==> src/rtl/id_stage_pipe.sv <==
// MIPS32 decode stage: one instruction per cycle in, decoded fields out through a
// main + skid buffer so id_ready is a flop. Load-use hazards stall the main entry.
module id_stage_pipe #(
    parameter int PC_W        = 32,
    parameter bit ZEXT_LOGIC  = 1'b1,
    parameter bit LOAD_USE_EN = 1'b1
) (
    input  logic            clk,
    input  logic            rst,
    input  logic            if_valid,
    input  logic [31:0]     if_inst,
    input  logic [PC_W-1:0] if_pc,
    output logic            id_ready,
    input  logic            flush,
    input  logic            ld_busy,
    input  logic [4:0]      ld_wreg,
    input  logic            ex_ready,
    output logic            out_valid,
    output logic [5:0]      out_opcode,
    output logic [4:0]      out_rs,
    output logic [4:0]      out_rt,
    output logic [4:0]      out_wreg,
    output logic [31:0]     out_imm,
    output logic [5:0]      out_func,
    output logic [4:0]      out_shamt,
    output logic            out_uses_rt,
    output logic [PC_W-1:0] out_pc
);

    typedef struct packed {
        logic [5:0]      opcode;
        logic [4:0]      rs;
        logic [4:0]      rt;
        logic [4:0]      wreg;
        logic [31:0]     imm;
        logic [5:0]      func;
        logic [4:0]      shamt;
        logic            uses_rt;
        logic [PC_W-1:0] pc;
    } entry_t;

    entry_t dec;
    entry_t main_q, main_d, skid_q, skid_d;
    logic   main_vld_q, main_vld_d, skid_vld_q, skid_vld_d;
    logic   ready_q, ready_d;
    logic   accept, transfer, hazard;

    always_comb begin
        dec        = '0;
        dec.opcode = if_inst[31:26];
        dec.rs     = if_inst[25:21];
        dec.rt     = if_inst[20:16];
        dec.func   = if_inst[5:0];
        dec.shamt  = if_inst[10:6];
        dec.pc     = if_pc;
        unique case (if_inst[31:26])
            6'h00:   dec.wreg = if_inst[15:11];
            6'h03:   dec.wreg = 5'd31;
            default: dec.wreg = if_inst[20:16];
        endcase
        unique case (if_inst[31:26])
            6'h0F:               dec.imm = {if_inst[15:0], 16'h0};
            6'h0C, 6'h0D, 6'h0E: dec.imm = ZEXT_LOGIC ? {16'h0, if_inst[15:0]}
                                                      : {{16{if_inst[15]}}, if_inst[15:0]};
            default:             dec.imm = {{16{if_inst[15]}}, if_inst[15:0]};
        endcase
        dec.uses_rt = if_inst[31:26] inside {6'h00, 6'h04, 6'h05, 6'h28, 6'h29, 6'h2B};
    end

    always_comb begin
        hazard = LOAD_USE_EN && main_vld_q && ld_busy && (ld_wreg != 5'd0) &&
                 ((ld_wreg == main_q.rs) || (main_q.uses_rt && (ld_wreg == main_q.rt)));
    end

    assign out_valid = main_vld_q & ~hazard;
    assign accept    = if_valid & ready_q & ~flush;
    assign transfer  = out_valid & ex_ready;

    always_comb begin
        main_d     = main_q;
        skid_d     = skid_q;
        main_vld_d = main_vld_q;
        skid_vld_d = skid_vld_q;
        if (flush) begin
            main_vld_d = 1'b0;
            skid_vld_d = 1'b0;
        end else if (!main_vld_q || transfer) begin
            // Skid is only ever occupied behind a valid main, so it drains first.
            if (skid_vld_q) begin
                main_d     = skid_q;
                main_vld_d = 1'b1;
                skid_vld_d = 1'b0;
            end else begin
                main_d     = accept ? dec : main_q;
                main_vld_d = accept;
            end
        end else if (accept) begin
            skid_d     = dec;
            skid_vld_d = 1'b1;
        end
        ready_d = ~skid_vld_d;
    end

    always_ff @(posedge clk or posedge rst) begin
        if (rst) begin
            main_q     <= '0;
            skid_q     <= '0;
            main_vld_q <= 1'b0;
            skid_vld_q <= 1'b0;
            ready_q    <= 1'b1;
        end else begin
            main_q     <= main_d;
            skid_q     <= skid_d;
            main_vld_q <= main_vld_d;
            skid_vld_q <= skid_vld_d;
            ready_q    <= ready_d;
        end
    end

    assign id_ready    = ready_q;
    assign out_opcode  = main_q.opcode;
    assign out_rs      = main_q.rs;
    assign out_rt      = main_q.rt;
    assign out_wreg    = main_q.wreg;
    assign out_imm     = main_q.imm;
    assign out_func    = main_q.func;
    assign out_shamt   = main_q.shamt;
    assign out_uses_rt = main_q.uses_rt;
    assign out_pc      = main_q.pc;

endmodule

==> config.mk <==
export PLATFORM = sky130hd
export DESIGN_NAME = id_stage_pipe
export DESIGN_NICKNAME = d
export VERILOG_FILES = /design/src/rtl/id_stage_pipe.sv
export SDC_FILE = /design/constraint.sdc
export NUM_CORES = 1
export LEC_CHECK = 0
export CAP_MARGIN = 30
export CELL_PAD_IN_SITES_DETAIL_PLACEMENT = 0
export CELL_PAD_IN_SITES_GLOBAL_PLACEMENT = 1
export CORE_MARGIN = 8
export CORE_UTILIZATION = 43
export CTS_BUF_LIST = sky130_fd_sc_hd__clkbuf_8
export DETAILED_ROUTE_END_ITERATION = 8
export PLACE_DENSITY_LB_ADDON = 0.15
export SLEW_MARGIN = 20
export SYNTH_ARGS = -nofsm -noshare
export SYNTH_HDL_FRONTEND = slang
export SYNTH_SLANG_ARGS = --single-unit
==> constraint.sdc <==
create_clock -name clk -period 7.9 [get_ports clk]
set_input_delay 1.58 -clock clk [delete_from_list [all_inputs] [get_ports clk]]
set_output_delay 1.58 -clock clk [all_outputs]
set_load 0.05 [all_outputs]
Yosys cells after proc, flatten, opt, wreduce, memory -nomap -nowiden
Index checks and enable logic that the tools add are counted.
Storage, ports and cells
  register bits after elaboration: 197
  bits in latches: 0
  bits in writable memories: 0
  bits in read-only memories: 0
  bits of input ports: 75
  output and inout bits: 99
  word-level logic and storage cells: 66
  memories: 0
Cells by class
  add/subtract/negate cells: 0
  multiply operators: 0
  div/mod/pow operators: 0
  order comparisons: 0
  eq/ne operators: 12
  shifts and indexed selects: 0
  mux-type cells: 10
  bitwise gates (word level): 8
  reductions and logical operators: 15
Operators by type and width (count)
  two-way mux 97 bit: 2
  case mux 32 bit (2 select lines): 1
  equality test 6 x 4 -> 1 bit, second input constant: 4
  equality test 6 bit, second input constant: 3
  equality test 6 x 3 -> 1 bit, second input constant: 2
  equality test 5 bit: 2
  case mux 5 bit (2 select lines): 1
  equality test 6 x 2 -> 1 bit, second input constant: 1
  logical NOT 6 bit: 1
  two-way mux 1 bit: 6
  AND reduction 3 bit: 2
  nonzero test 6 bit: 1
  nonzero test 5 bit: 1
  bitwise AND 1 bit: 4
  logical AND 1 bit: 4
  inverter 1 bit: 4
  nonzero test 2 bit: 2
  OR reduction 3 bit: 1
  logical OR 1 bit: 2
  logical NOT 1 bit: 1

Longest topological paths before layout
  depth in word-level cells: 11
  gate-level depth with buffers: 10
  gate-level depth less buffers: 6

Worst setup path after synthesis
OpenSTA, ideal clock, no wires.
  path type: in2out
  start point: input port ld_wreg[0]
  end point: output port out_valid
  arrival time: 3020 ps
  required time: 6320 ps
  path slack: 3300 ps
  stages on the path: 4
  path buffers: 0
  cells stage by stage: or4_1 o21ai_2 nor2_1 nor2_1
Between the ends
  word-level cells in the longest chain between the ends: 6
  elaborated cells on any way between the ends: 9
  classes of those cells: eq/ne: 2; bitwise: 2; reduce/logical: 5
RTL lines
  start, declared: line 16  | input logic [4:0] ld_wreg,
  equality test 5 bit: line 72  | ((ld_wreg == main_q.rs) || (main_q.uses_rt && (ld_wreg == main_q.rt)));
  logical AND 1 bit: line 72
  logical OR 1 bit: line 72
  logical AND 1 bit *: line 71  | hazard = LOAD_USE_EN && main_vld_q && ld_busy && (ld_wreg != 5'd0) &&
  inverter 1 bit *: line 75  | assign out_valid = main_vld_q & ~hazard;
  bitwise AND 1 bit *: line 75
  end, declared: line 18  | output logic out_valid,
Mark *: on every way between the ends. The rest lies on a longest branch, timed or not.

Worst setup path after layout
Same ends and word-level chain as after synthesis.

==> flow_metrics.env <==
export IMPL_ys_ff_latch=197
export IMPL_wl_per_cell_um=18.0
export IMPL_status="finished clean"
export IMPL_wl_met3_um=986
export IMPL_die_height_um=160
export IMPL_antenna_found_initial=0
export IMPL_drc=0
export IMPL_maxCapViolations=0
export IMPL_drtAntennaViolNets=0
export IMPL_grt_pass1_vias=6397
export IMPL_synth_distinct_cells=32
export IMPL_numCtsBuffers=17
export IMPL_setup_viol=0
export IMPL_worstSetupPathType="input pin to output pin"
export IMPL_dieArea_um2=25500
export IMPL_hold_buffers=0
export IMPL_grt_max_degree=129
export IMPL_power_mw=3.01
export IMPL_final_cell_mix="195 x dfrtp_1, 173 x clkdlybuf4s50_1, 101 x nand2_1"
export IMPL_comb_power_share=0.310
export IMPL_ctsLongestPathBuffers=2
export IMPL_critPathArrivalTime_ns=3.83
export IMPL_synthToLayoutAreaGrowth_pct=27.0
export IMPL_synth_async_reset_ratio=1.00
export IMPL_n_antenna_cell=0
export IMPL_drt_initial_drc_count=206
export IMPL_grt_pass1_wl_um=34800
export IMPL_fin_skew_ns=0.0138
export IMPL_die_x_um=160
export IMPL_ys_seq_area_frac=0.556
export IMPL_hold_viol_final=0
export IMPL_ys_flop_type="dfrtp_1"
export IMPL_slew_headroom=0.375
export IMPL_syn_area_per_cell_um2=12.1
export IMPL_worst_setup_path_start_kind="input pin"
export IMPL_vias=5894
export IMPL_p_int_mw=1.96
export IMPL_root_buffer="clkbuf_8"
export IMPL_cts_htree_levels=4
export IMPL_synth_cells=731
export IMPL_io_pins=174
export IMPL_wl_met2_um=10200
export IMPL_cts_clk_slew_worst_paths_ns=0.11
export IMPL_routed_wl_um=21000
export IMPL_fin_nets=960
export IMPL_layout_commonest_cell="dfrtp_1"
export IMPL_fmax_mhz=185
export IMPL_tns_ns=0
export IMPL_grt_usage=0.167
export IMPL_crit_fanout=3
export IMPL_port_buffers=173
export IMPL_synth_warnings=0
export IMPL_hpwl_um=14300
export IMPL_tightestPinTransition_ns=0.938
export IMPL_routabilityCongestion=0.771
export IMPL_p_switching_mw=1.05
export IMPL_highest_layer="met4"
export IMPL_p_sw_frac=0.348
export IMPL_period_needed_ns=5.41
export IMPL_end_kind="output pin"
export IMPL_finalCritPeriodShare=0.684
export IMPL_cts_sinks=197
export IMPL_min_path_type="flip-flop to flip-flop"
export IMPL_synth_nets=806
export IMPL_power_leakage_nw=4.86
export IMPL_rows=52
export IMPL_clkPwrFrac=0.229
export IMPL_sequentialPowerShare=0.461
export IMPL_core_um2=20200
export IMPL_start_util=0.438
export IMPL_synth_area_um2=8870
export IMPL_required_ns=6.32
export IMPL_cts_setup_buffers=0
export IMPL_ir_drop_mv=0.157
export IMPL_insertion_delay_ns=0.45
export IMPL_power_density_nw_per_um2=267
export IMPL_overflow=0
export IMPL_maxSlewViolCount=0
export IMPL_tritoncts="done"
export IMPL_cts_resized=0
export IMPL_synth_edf_count=0
export IMPL_rsz0062_at_grt="no"
export IMPL_drive_gt1_frac=0.165
export IMPL_wl_met1_um=9550
export IMPL_via_per_inst=5.05
export IMPL_firstDrtPassIters=4
-- registers in the layout (all words and copies together), names as in the netlist --
name and flops:
id_ready 1, main_vld_q 1, out_func 6, out_imm 32, out_opcode 6, out_pc 32, out_rs 5, out_rt 5
out_shamt 5, out_uses_rt 1, out_wreg 5, skid_q 97, skid_vld_q 1
-- cells in the mapped netlist (2+ instances only) --
cell      number  area [um2]
o21ai_0       88         440
nor4_1         2        12.5
a21o_1        15         113
mux2_2        67         754
nor3_1         7        35.0
mux2i_1       97         971
nor2b_1       17         106
a21oi_1        9        45.0
o21ai_1       10        50.1
clkbuf_2       5        25.0
nor2_1         5        18.8
buf_6         11         124
or4_1          2        15.0
xor2_1         9        78.8
o21ai_2        2        17.5
clkbuf_1      21        78.8
or2_2          2        12.5
nand2_1      101         379
mux2_4        30         450
o22a_1         5        43.8
buf_2         11        55.1
inv_1         10        37.5
dfrtp_1      196        4900
-- final timing paths --
path                               from            to  slack [ns]  cells after the start
min in group asynchronous           rst    skid_q[30]        1.47                      2
max reg2reg                   out_rt[4]    skid_q[14]        4.77                      8
min reg2reg                out_shamt[4]  out_shamt[4]        0.49                      2
max                          ld_wreg[0]     out_valid        2.49                      6
max in group asynchronous           rst    out_pc[14]        5.01                      5
min                        out_shamt[4]  out_shamt[4]        0.49                      2
-- final cells by class --
cell class,instances,area [um2]
fillers,1760,8970
flip-flops and latches,197,4930
multi-input cells,475,3640
repair buffers,184,1880
well taps,270,338
clock buffers,18,248
clock inverters,14,176
inverters,10,45.0
-- power groups by stage --
stage / registers, mW / clock network (mW) / logic [mW]
after floorplan: 1.69 / 0 / 0.318
after global placement: 1.40 / 0 / 0.920
after detailed placement: 1.41 / 0 / 0.937
after CTS: 1.39 / 0.714 / 0.939
after global routing: 1.42 / 0.750 / 0.994
final: 1.39 / 0.688 / 0.931
-- critical path, stage by stage --
cell             delay, ns
clkdlybuf4s50_1       0.47
or4_1                 0.56
o21ai_2               0.23
nor2_1                0.08
nor2_1                0.09
clkdlybuf4s50_1       0.81
-- kinds of logic (layout without fill, tap and decap cells) --
logic type,Yosys count,in the layout,synth area share
multiplexers,194,194,0.245
AND/OR/NAND/NOR,137,137,0.0664
flip-flops,197,197,0.556
XOR/XNOR,10,10,0.00988
buffers and inverters,59,226,0.0370
AO/OA/AOI/OAI,134,134,0.0855
-- per-stage QoR --
stage	hold WS [ns]	setup slack, ns	area [um2]	util	cells
floorplan	0.479	0.953	8870	-	731
global placement	0.461	2.49	10700	0.531	1132
detailed placement	0.470	2.48	10800	0.532	1133
CTS	0.496	2.48	11200	0.553	1165
global route	0.515	2.35	11300	0.557	1168
finish	0.488	2.49	11300	0.557	1168
-- metal layers --
layer,up-vias,track usage
met3,19,0.0432
met4,0,0.0450
met5,-,0
met2,119,0.277
met1,2926,0.214
li1,2830,-
Note: power is estimated with default switching activity, not from simulation.
